<file path="src/rtl/freq_meter_pkg.sv">
// ---------------------------------------------------------------------------
// freq_meter_pkg
//
// Purpose:
//   Shared types and constants for the PLL output frequency meter
//   (clk_freq_meter) and its input synchronizer (sync_edge_det).
//
// Contents:
//   state_t      - measurement FSM states (IDLE, ARM, MEASURE)
//   SYNC_STAGES  - number of synchronizer flops ahead of the edge detector
//   ARM_CYCLES   - cycles spent in ARM while the synchronizer is flushed
//   sat_inc      - saturating increment helper
// ---------------------------------------------------------------------------
package freq_meter_pkg;

  typedef enum logic [1:0] {
    IDLE    = 2'd0,
    ARM     = 2'd1,
    MEASURE = 2'd2
  } state_t;

  localparam int SYNC_STAGES = 2;
  localparam int ARM_CYCLES  = 3;

  // Adds inc to val but never exceeds max_val. The caller passes values
  // zero-extended to 32 bits and narrows the result back to its own width.
  function automatic logic [31:0] sat_inc(input logic [31:0] val,
                                          input logic        inc,
                                          input logic [31:0] max_val);
    if (inc && (val < max_val)) begin
      return val + 32'd1;
    end
    return val;
  endfunction

endpackage : freq_meter_pkg

</file>
<file path="src/rtl/sync_edge_det.sv">
// ---------------------------------------------------------------------------
// sync_edge_det
//
// Purpose:
//   Brings an asynchronous square wave into the clk domain through a
//   SYNC_STAGES-deep flop chain, keeps one more flop of history and flags
//   rising edges of the synchronized signal. With SYNC_STAGES=2 a transition
//   on async_in is reported by edge_out during the cycle that follows the
//   second clk edge after it.
//
// Ports:
//   clk      in   reference clock
//   rst_n    in   asynchronous active-low reset (all flops clear to 0)
//   async_in in   asynchronous input
//   edge_out out  one-cycle pulse for each synchronized rising edge
// ---------------------------------------------------------------------------
module sync_edge_det
  import freq_meter_pkg::*;
(
  input  logic clk,
  input  logic rst_n,
  input  logic async_in,
  output logic edge_out
);

  logic [SYNC_STAGES-1:0] sync_q;
  logic                   prev_q;

  always_ff @(posedge clk or negedge rst_n) begin
    if (!rst_n) begin
      sync_q <= '0;
      prev_q <= 1'b0;
    end else begin
      sync_q <= {sync_q[SYNC_STAGES-2:0], async_in};
      prev_q <= sync_q[SYNC_STAGES-1];
    end
  end

  assign edge_out = sync_q[SYNC_STAGES-1] & ~prev_q;

endmodule : sync_edge_det

</file>
<file path="src/rtl/clk_freq_meter.sv">
// ---------------------------------------------------------------------------
// clk_freq_meter
//
// Purpose:
//   Frequency monitor for PLL outputs, running on the 27 MHz reference.
//   Counts rising edges of a slow square wave (derived from the PLL output)
//   over back-to-back gate windows of GATE_CYCLES clk cycles, reports each
//   count, and asserts clk_ok once GOOD_WINDOWS consecutive windows fall in
//   [EXP_MIN, EXP_MAX].
//
// Parameters:
//   GATE_CYCLES  - gate window length in clk cycles
//   CNT_W        - width of the edge counter and of count
//   EXP_MIN      - smallest in-range count (inclusive)
//   EXP_MAX      - largest in-range count (inclusive)
//   GOOD_WINDOWS - consecutive in-range windows needed for clk_ok
//
// Ports:
//   clk          in   27 MHz reference clock
//   rst_n        in   asynchronous active-low reset
//   en           in   measurement enable (level)
//   meas_tgl     in   asynchronous square wave under test (<= clk/4)
//   count        out  edge count of the last completed window
//   count_valid  out  one-cycle pulse when count updates
//   in_range     out  last completed window was within [EXP_MIN, EXP_MAX]
//   clk_ok       out  frequency confirmed stable
//   err_sticky   out  loss-of-lock latch (0 unless the macro below is set)
//   err_clr      in   clears err_sticky
//
// Build option:
//   FREQ_METER_STICKY_ERR_EN - when defined, err_sticky latches whenever
//   clk_ok drops because of a bad window and holds until err_clr. When not
//   defined, err_sticky is a constant 0 and err_clr is ignored.
// ---------------------------------------------------------------------------
module clk_freq_meter
  import freq_meter_pkg::*;
#(
  parameter int GATE_CYCLES  = 27000,
  parameter int CNT_W        = 16,
  parameter int EXP_MIN      = 1100,
  parameter int EXP_MAX      = 1150,
  parameter int GOOD_WINDOWS = 4
) (
  input  logic             clk,
  input  logic             rst_n,
  input  logic             en,
  input  logic             meas_tgl,
  output logic [CNT_W-1:0] count,
  output logic             count_valid,
  output logic             in_range,
  output logic             clk_ok,
  output logic             err_sticky,
  input  logic             err_clr
);

  localparam int GATE_W = (GATE_CYCLES > 1) ? $clog2(GATE_CYCLES) : 1;
  localparam int GOOD_W = $clog2(GOOD_WINDOWS + 1);
  localparam int ARM_W  = (ARM_CYCLES > 1) ? $clog2(ARM_CYCLES) : 1;

  localparam logic [GATE_W-1:0] GATE_LAST = GATE_W'(GATE_CYCLES - 1);
  localparam logic [ARM_W-1:0]  ARM_LAST  = ARM_W'(ARM_CYCLES - 1);
  localparam logic [GOOD_W-1:0] GOOD_FULL = GOOD_W'(GOOD_WINDOWS);
  localparam logic [CNT_W-1:0]  CNT_MAX   = '1;
  localparam logic [31:0]       EXP_MIN_U = 32'(EXP_MIN);
  localparam logic [31:0]       EXP_MAX_U = 32'(EXP_MAX);
  localparam logic [31:0]       CNT_MAX_U = 32'(CNT_MAX);

  // A saturated count may hide an arbitrarily fast clock, so it is only
  // accepted when the upper limit itself sits at the saturation value.
  localparam bit SAT_ACCEPTABLE = (EXP_MAX_U == CNT_MAX_U);

  state_t             state_q, state_d;
  logic [ARM_W-1:0]   arm_cnt_q, arm_cnt_d;
  logic [GATE_W-1:0]  gate_cnt_q, gate_cnt_d;
  logic [CNT_W-1:0]   edge_cnt_q, edge_cnt_d;
  logic [CNT_W-1:0]   count_q, count_d;
  logic               count_valid_q, count_valid_d;
  logic               in_range_q, in_range_d;
  logic [GOOD_W-1:0]  good_cnt_q, good_cnt_d;
  logic               clk_ok_q, clk_ok_d;

  logic               edge_now;
  logic [CNT_W-1:0]   edge_sum;
  logic               sum_saturated;
  logic               window_in_range;
  logic               bad_window;

  sync_edge_det u_sync_edge_det (
    .clk      (clk),
    .rst_n    (rst_n),
    .async_in (meas_tgl),
    .edge_out (edge_now)
  );

  // Running count including the current cycle's edge; on the terminal gate
  // cycle this is the final window count, so a terminal-cycle edge belongs
  // to the closing window.
  assign edge_sum        = CNT_W'(sat_inc(32'(edge_cnt_q), edge_now, CNT_MAX_U));
  assign sum_saturated   = (edge_sum == CNT_MAX);
  assign window_in_range = (32'(edge_sum) >= EXP_MIN_U) &&
                           (32'(edge_sum) <= EXP_MAX_U) &&
                           (!sum_saturated || SAT_ACCEPTABLE);

  always_ff @(posedge clk or negedge rst_n) begin
    if (!rst_n) begin
      state_q       <= IDLE;
      arm_cnt_q     <= '0;
      gate_cnt_q    <= '0;
      edge_cnt_q    <= '0;
      count_q       <= '0;
      count_valid_q <= 1'b0;
      in_range_q    <= 1'b0;
      good_cnt_q    <= '0;
      clk_ok_q      <= 1'b0;
    end else begin
      state_q       <= state_d;
      arm_cnt_q     <= arm_cnt_d;
      gate_cnt_q    <= gate_cnt_d;
      edge_cnt_q    <= edge_cnt_d;
      count_q       <= count_d;
      count_valid_q <= count_valid_d;
      in_range_q    <= in_range_d;
      good_cnt_q    <= good_cnt_d;
      clk_ok_q      <= clk_ok_d;
    end
  end

  // Dropping en takes priority over everything, including a terminal gate
  // cycle: the window is thrown away, good_cnt restarts and count/in_range
  // keep the last reported result.
  always_comb begin
    state_d       = state_q;
    arm_cnt_d     = arm_cnt_q;
    gate_cnt_d    = gate_cnt_q;
    edge_cnt_d    = edge_cnt_q;
    count_d       = count_q;
    count_valid_d = 1'b0;
    in_range_d    = in_range_q;
    good_cnt_d    = good_cnt_q;
    bad_window    = 1'b0;

    if (!en) begin
      state_d    = IDLE;
      arm_cnt_d  = '0;
      gate_cnt_d = '0;
      edge_cnt_d = '0;
      good_cnt_d = '0;
    end else begin
      unique case (state_q)
        IDLE: begin
          state_d   = ARM;
          arm_cnt_d = '0;
        end

        // Edges seen here are stale synchronizer contents and are dropped.
        ARM: begin
          if (arm_cnt_q == ARM_LAST) begin
            state_d    = MEASURE;
            arm_cnt_d  = '0;
            gate_cnt_d = '0;
            edge_cnt_d = '0;
          end else begin
            arm_cnt_d = arm_cnt_q + ARM_W'(1);
          end
        end

        MEASURE: begin
          if (gate_cnt_q == GATE_LAST) begin
            count_d       = edge_sum;
            count_valid_d = 1'b1;
            in_range_d    = window_in_range;
            gate_cnt_d    = '0;
            edge_cnt_d    = '0;
            if (window_in_range) begin
              if (good_cnt_q != GOOD_FULL) begin
                good_cnt_d = good_cnt_q + GOOD_W'(1);
              end
            end else begin
              good_cnt_d = '0;
              bad_window = 1'b1;
            end
          end else begin
            gate_cnt_d = gate_cnt_q + GATE_W'(1);
            edge_cnt_d = edge_sum;
          end
        end

        default: begin
          state_d = IDLE;
        end
      endcase
    end

    clk_ok_d = (good_cnt_d == GOOD_FULL);
  end

  assign count       = count_q;
  assign count_valid = count_valid_q;
  assign in_range    = in_range_q;
  assign clk_ok      = clk_ok_q;

`ifdef FREQ_METER_STICKY_ERR_EN
  logic err_q;

  // Only a bad window that knocks clk_ok down counts as loss of lock; a set
  // in the same cycle as err_clr wins.
  always_ff @(posedge clk or negedge rst_n) begin
    if (!rst_n) begin
      err_q <= 1'b0;
    end else if (bad_window && clk_ok_q) begin
      err_q <= 1'b1;
    end else if (err_clr) begin
      err_q <= 1'b0;
    end
  end

  assign err_sticky = err_q;
`else
  logic [1:0] unused_err_inputs;

  assign unused_err_inputs = {err_clr, bad_window};
  assign err_sticky        = 1'b0;
`endif

endmodule : clk_freq_meter

</file>
<file path="config.mk">
export PLATFORM = sky130hd
export DESIGN_NAME = clk_freq_meter
export DESIGN_NICKNAME = d
export VERILOG_FILES = /design/src/rtl/freq_meter_pkg.sv /design/src/rtl/sync_edge_det.sv /design/src/rtl/clk_freq_meter.sv
export SDC_FILE = /design/constraint.sdc
export NUM_CORES = 1
export LEC_CHECK = 0
export BUFFER_PORTS_ARGS = -buffer_cell sky130_fd_sc_hd__buf_2
export CAP_MARGIN = 10
export CORE_MARGIN = 10
export CORE_UTILIZATION = 50
export DETAILED_ROUTE_END_ITERATION = 6
export PLACE_DENSITY = 0.7
export SYNTH_ARGS = -nofsm -noshare
export SYNTH_HDL_FRONTEND = slang
export SYNTH_HIERARCHICAL = 1
export SYNTH_SLANG_ARGS = --single-unit
</file>
<file path="constraint.sdc">
create_clock -name clk -period 3.9 [get_ports clk]
set_clock_uncertainty 0.1 [all_clocks]
set_input_delay 0.39 -clock clk [delete_from_list [all_inputs] [get_ports clk]]
set_output_delay 0.39 -clock clk [all_outputs]
set_load 0.05 [all_outputs]
</file>
==> results.md <==
* Status: finished clean
* Synth Warn # at 6
* CP dominant cell by count: nor4_1
* Hpwl dp at a little over 5000 um
* Gr usage total at between 10% and 20%
* Worst-path clk slew at roughly 0.070 ns
* Clk_lat worst skew at 0.34 ns
* Final Hold Vio Count at 0
* Hold_buf cts at 0
* Setup crit end kind: flip-flop
* DR pass1 iterations at 5
* Number of global-route vias before repair at ~2.6k
* Crit path buffers/inverters at 0
* TNS Setup at 0 ns
* First-pass GRT wire length at 12200 um
* Highest clock rate at 322 MHz
* Cell Chain, Critical Path: ha_1, nand4_2, o41ai_1, nor4_1, nor4_1, o211ai_1, o2111ai_1, a21oi_1
* Resized cells post-CTS at 0
* Multi-input logic area at roughly 1700 sq um
* CTS tree: built
* Pwr Density at around 370 nW/um^2
* Crit path max-delay family: compound AO/OA/AOI/OAI gates
* Final instance area at between 3000 and 4000 sq um
* CP Class: flip-flop to flip-flop
* Leak at between 1.5 and 2 nW
* Antenna Cells at 0
* Routability cong. at about 0.83
* CP max-delay cell: o41ai_1
* Seq/Total Area, Yosys at between 40% and 50%
* Final WL at between 7000 and 8000 um
* Worst slew pin tran at 0.975 ns
* Unrepaired setup endpoints after global routing: false
* Post-Synthesis Cells at 360
* Peak supply drop at between 0.00015 and 0.0002 V
* Placed cell count at between 400 and 500
* CP startpoint kind: flip-flop
* Syn_nets at 369
* CTS sink cnt at 60
* PortBufs at 22
* Wirelength per Cell at roughly 15 um
* Initial DRC count at 180
* Post-CTS setup buffer count at 0
* Max clock buf depth at 2
* Final ANT Viol Nets at 0
* Largest net degree at the start of global routing at 43
* Most common cell after layout, fill and taps aside: dfrtp_1
* Final Util at between 50% and 60%
* Top FF cell, synth: dfrtp_1
* Reg area at ~1500 sq um
* Row Count at 29
* FFs w/ async S/R, synth at 100%
* Initial core utilization at between 50% and 60%
* Min-Delay Path Class: primary input to flip-flop
* DR DRC count at 0
* CP required at around 4 ns
* Worst slew margin at between 30% and 40%
* Fin crit period at 3.10 ns
* Layout Nets at roughly 400
* CP peak stage delay at about 0.7 ns
* FF+latch count, synth at 60
* Final period util at about four fifths
* Crit Path Max Fanout at 8
* Final setup vio count at 0
* Width of the die at approximately 100 um
* Synth unique cells at between 50 and 60
* Number of fill cells in the layout at around 580
* Non-filler cells, final at 464
* Layout area overhead at 12.9%
* DIE AREA at 10300 sq um
* CTS H-tree depth at 3
* Max Slew Vio Count at 0
* Initial antenna violation count at 0
* Max Cap Viol at 0
* Core ar. at roughly 6400 sq um
* Vias after detailed routing at between 2k and 3k
* Congestion Overflow GR at 0
* Mapped cell area at between 3000 and 4000 sq um
* Mean Syn Cell Area at between 9 and 10 sq um
* Commonest cells after routing, fill and taps aside: 60 x dfrtp_1, 55 x nand2_1, 39 x o21ai_0
* Fraction of layout cells with a size suffix above 1 at between 15 and 20%
* Die height at 102 um
* CTS root buf: clkbuf_8
* TritonCTS buffer count at 9
* Number of synthesized flops with an enable pin at 0
* CP arrival at about 3.2 ns
* # IOs at 25
* Post-DP Area at about 3500 sq um
* Via density at roughly 5.9
## worst paths after layout
path | to | depth (start not counted) | startpoint | slack [ns]
setup / recovery | good_cnt_q[0]$_DFF_PN0_ | 8 | edge_cnt_q[0]$_DFFE_PN0P_ | 0.80
hold / removal | u_sync_edge_det/sync_q[0]$_DFF_PN0_ | 1 | meas_tgl | 0.05
setup reg to reg | good_cnt_q[0]$_DFF_PN0_ | 8 | edge_cnt_q[0]$_DFFE_PN0P_ | 0.80
hold reg to reg | u_sync_edge_det/sync_q[1]$_DFF_PN0_ | 0 | u_sync_edge_det/sync_q[0]$_DFF_PN0_ | 0.25
max in group asynchronous | count[4]$_DFFE_PN0P_ | 2 | rst_n | 2.79
min in group asynchronous | u_sync_edge_det/sync_q[0]$_DFF_PN0_ | 1 | rst_n | 0.10
## kinds of logic after synthesis
| kind of cell | synth area share (%) |
|---|---|
| compound gates | 14.0 |
| xor+xnor | 5.78 |
| fa+ha+maj | 1.50 |
| buf+inv | 3.49 |
| flops | 45.1 |
| mux | 3.53 |
| other cells | 0.113 |
| simple gates | 26.5 |
## power breakdown
part	leakage (nW)	internal [W]	total (W)	switching (W)
sequential	0.828	0.000626	0.000628	0.00000250
combinational	0.691	0.00000962	0.0000403	0.0000307
clock	0.136	0.000495	0.000736	0.000241
total	1.65	0.00113	0.00140	0.000274
## cell usage after synthesis, types with 2 or more instances
library cell,n,area share (%)
a21oi_1,7,1.1
a22o_1,2,0.53
and2_1,3,0.56
and3_1,6,1.1
and4_1,3,0.79
buf_2,6,0.90
buf_4,4,0.90
clkbuf_1,6,0.68
dfrtp_1,60,45
ha_1,4,1.5
inv_1,9,1.0
mux2_2,6,2.0
mux2i_1,5,1.5
nand2_1,55,6.2
nand2b_1,4,0.75
nand3_1,10,1.5
nand3b_1,2,0.45
nand4_1,10,1.9
nand4_2,2,0.75
nand4b_1,2,0.53
nor2_1,33,3.7
nor2b_1,2,0.38
nor3_1,10,1.5
nor4_1,7,1.3
o2111ai_1,2,0.53
o211ai_1,3,0.68
o21ai_0,39,5.9
o22ai_1,2,0.38
o31ai_1,5,1.1
o41ai_1,2,0.53
or3_1,4,0.75
xnor2_1,12,3.2
xor2_1,10,2.6
## sequential cells by signal (all words and copies together), names as in the netlist, 2 cells and up
signal and count:
count 16, u_sync_edge_det/sync_q 2, edge_cnt_q 16, good_cnt_q 3
arm_cnt_q 2, state_q 2, gate_cnt_q 15
## layer usage
layer	part of all wire (%)	wire (um)	track usage (%)
met5	0	0	0
met4	1.8	130	6.16
met3	5.7	405	3.20
met2	44	3170	22.4
met1	48	3460	19.3
## worst reg2reg max path, cell delays in order, from the launching register on
cell and delay (ns):
dfrtp_1 0.47, ha_1 0.34, nand4_2 0.25, o41ai_1 0.70, nor4_1 0.16, nor4_1 0.41
o211ai_1 0.26, o2111ai_1 0.20, a21oi_1 0.10
## area by class of cell
class / count / share of cell area, %
Clock buffer: 13 / 4.76
Clock inverter: 3 / 2.40
Inverter: 9 / 0.898
Multi-Input combinational cell: 275 / 45.5
Sequential cell: 60 / 39.9
Tap cell: 77 / 2.56
Timing Repair Buffer: 27 / 3.93
## metrics by stage
step,hold WS [ns],setup slack (ns),total power [W]
final,0.0539,0.797,0.00140
after global routing,0.0487,0.597,0.00145
after CTS,0.0482,0.787,0.00141
after detailed placement,0.237,0.769,0.000681
after global placement,0.234,0.906,0.000680
after floorplan,-0.00559,1.27,0.000660
No activity file was read; power rests on OpenSTA's default activity.
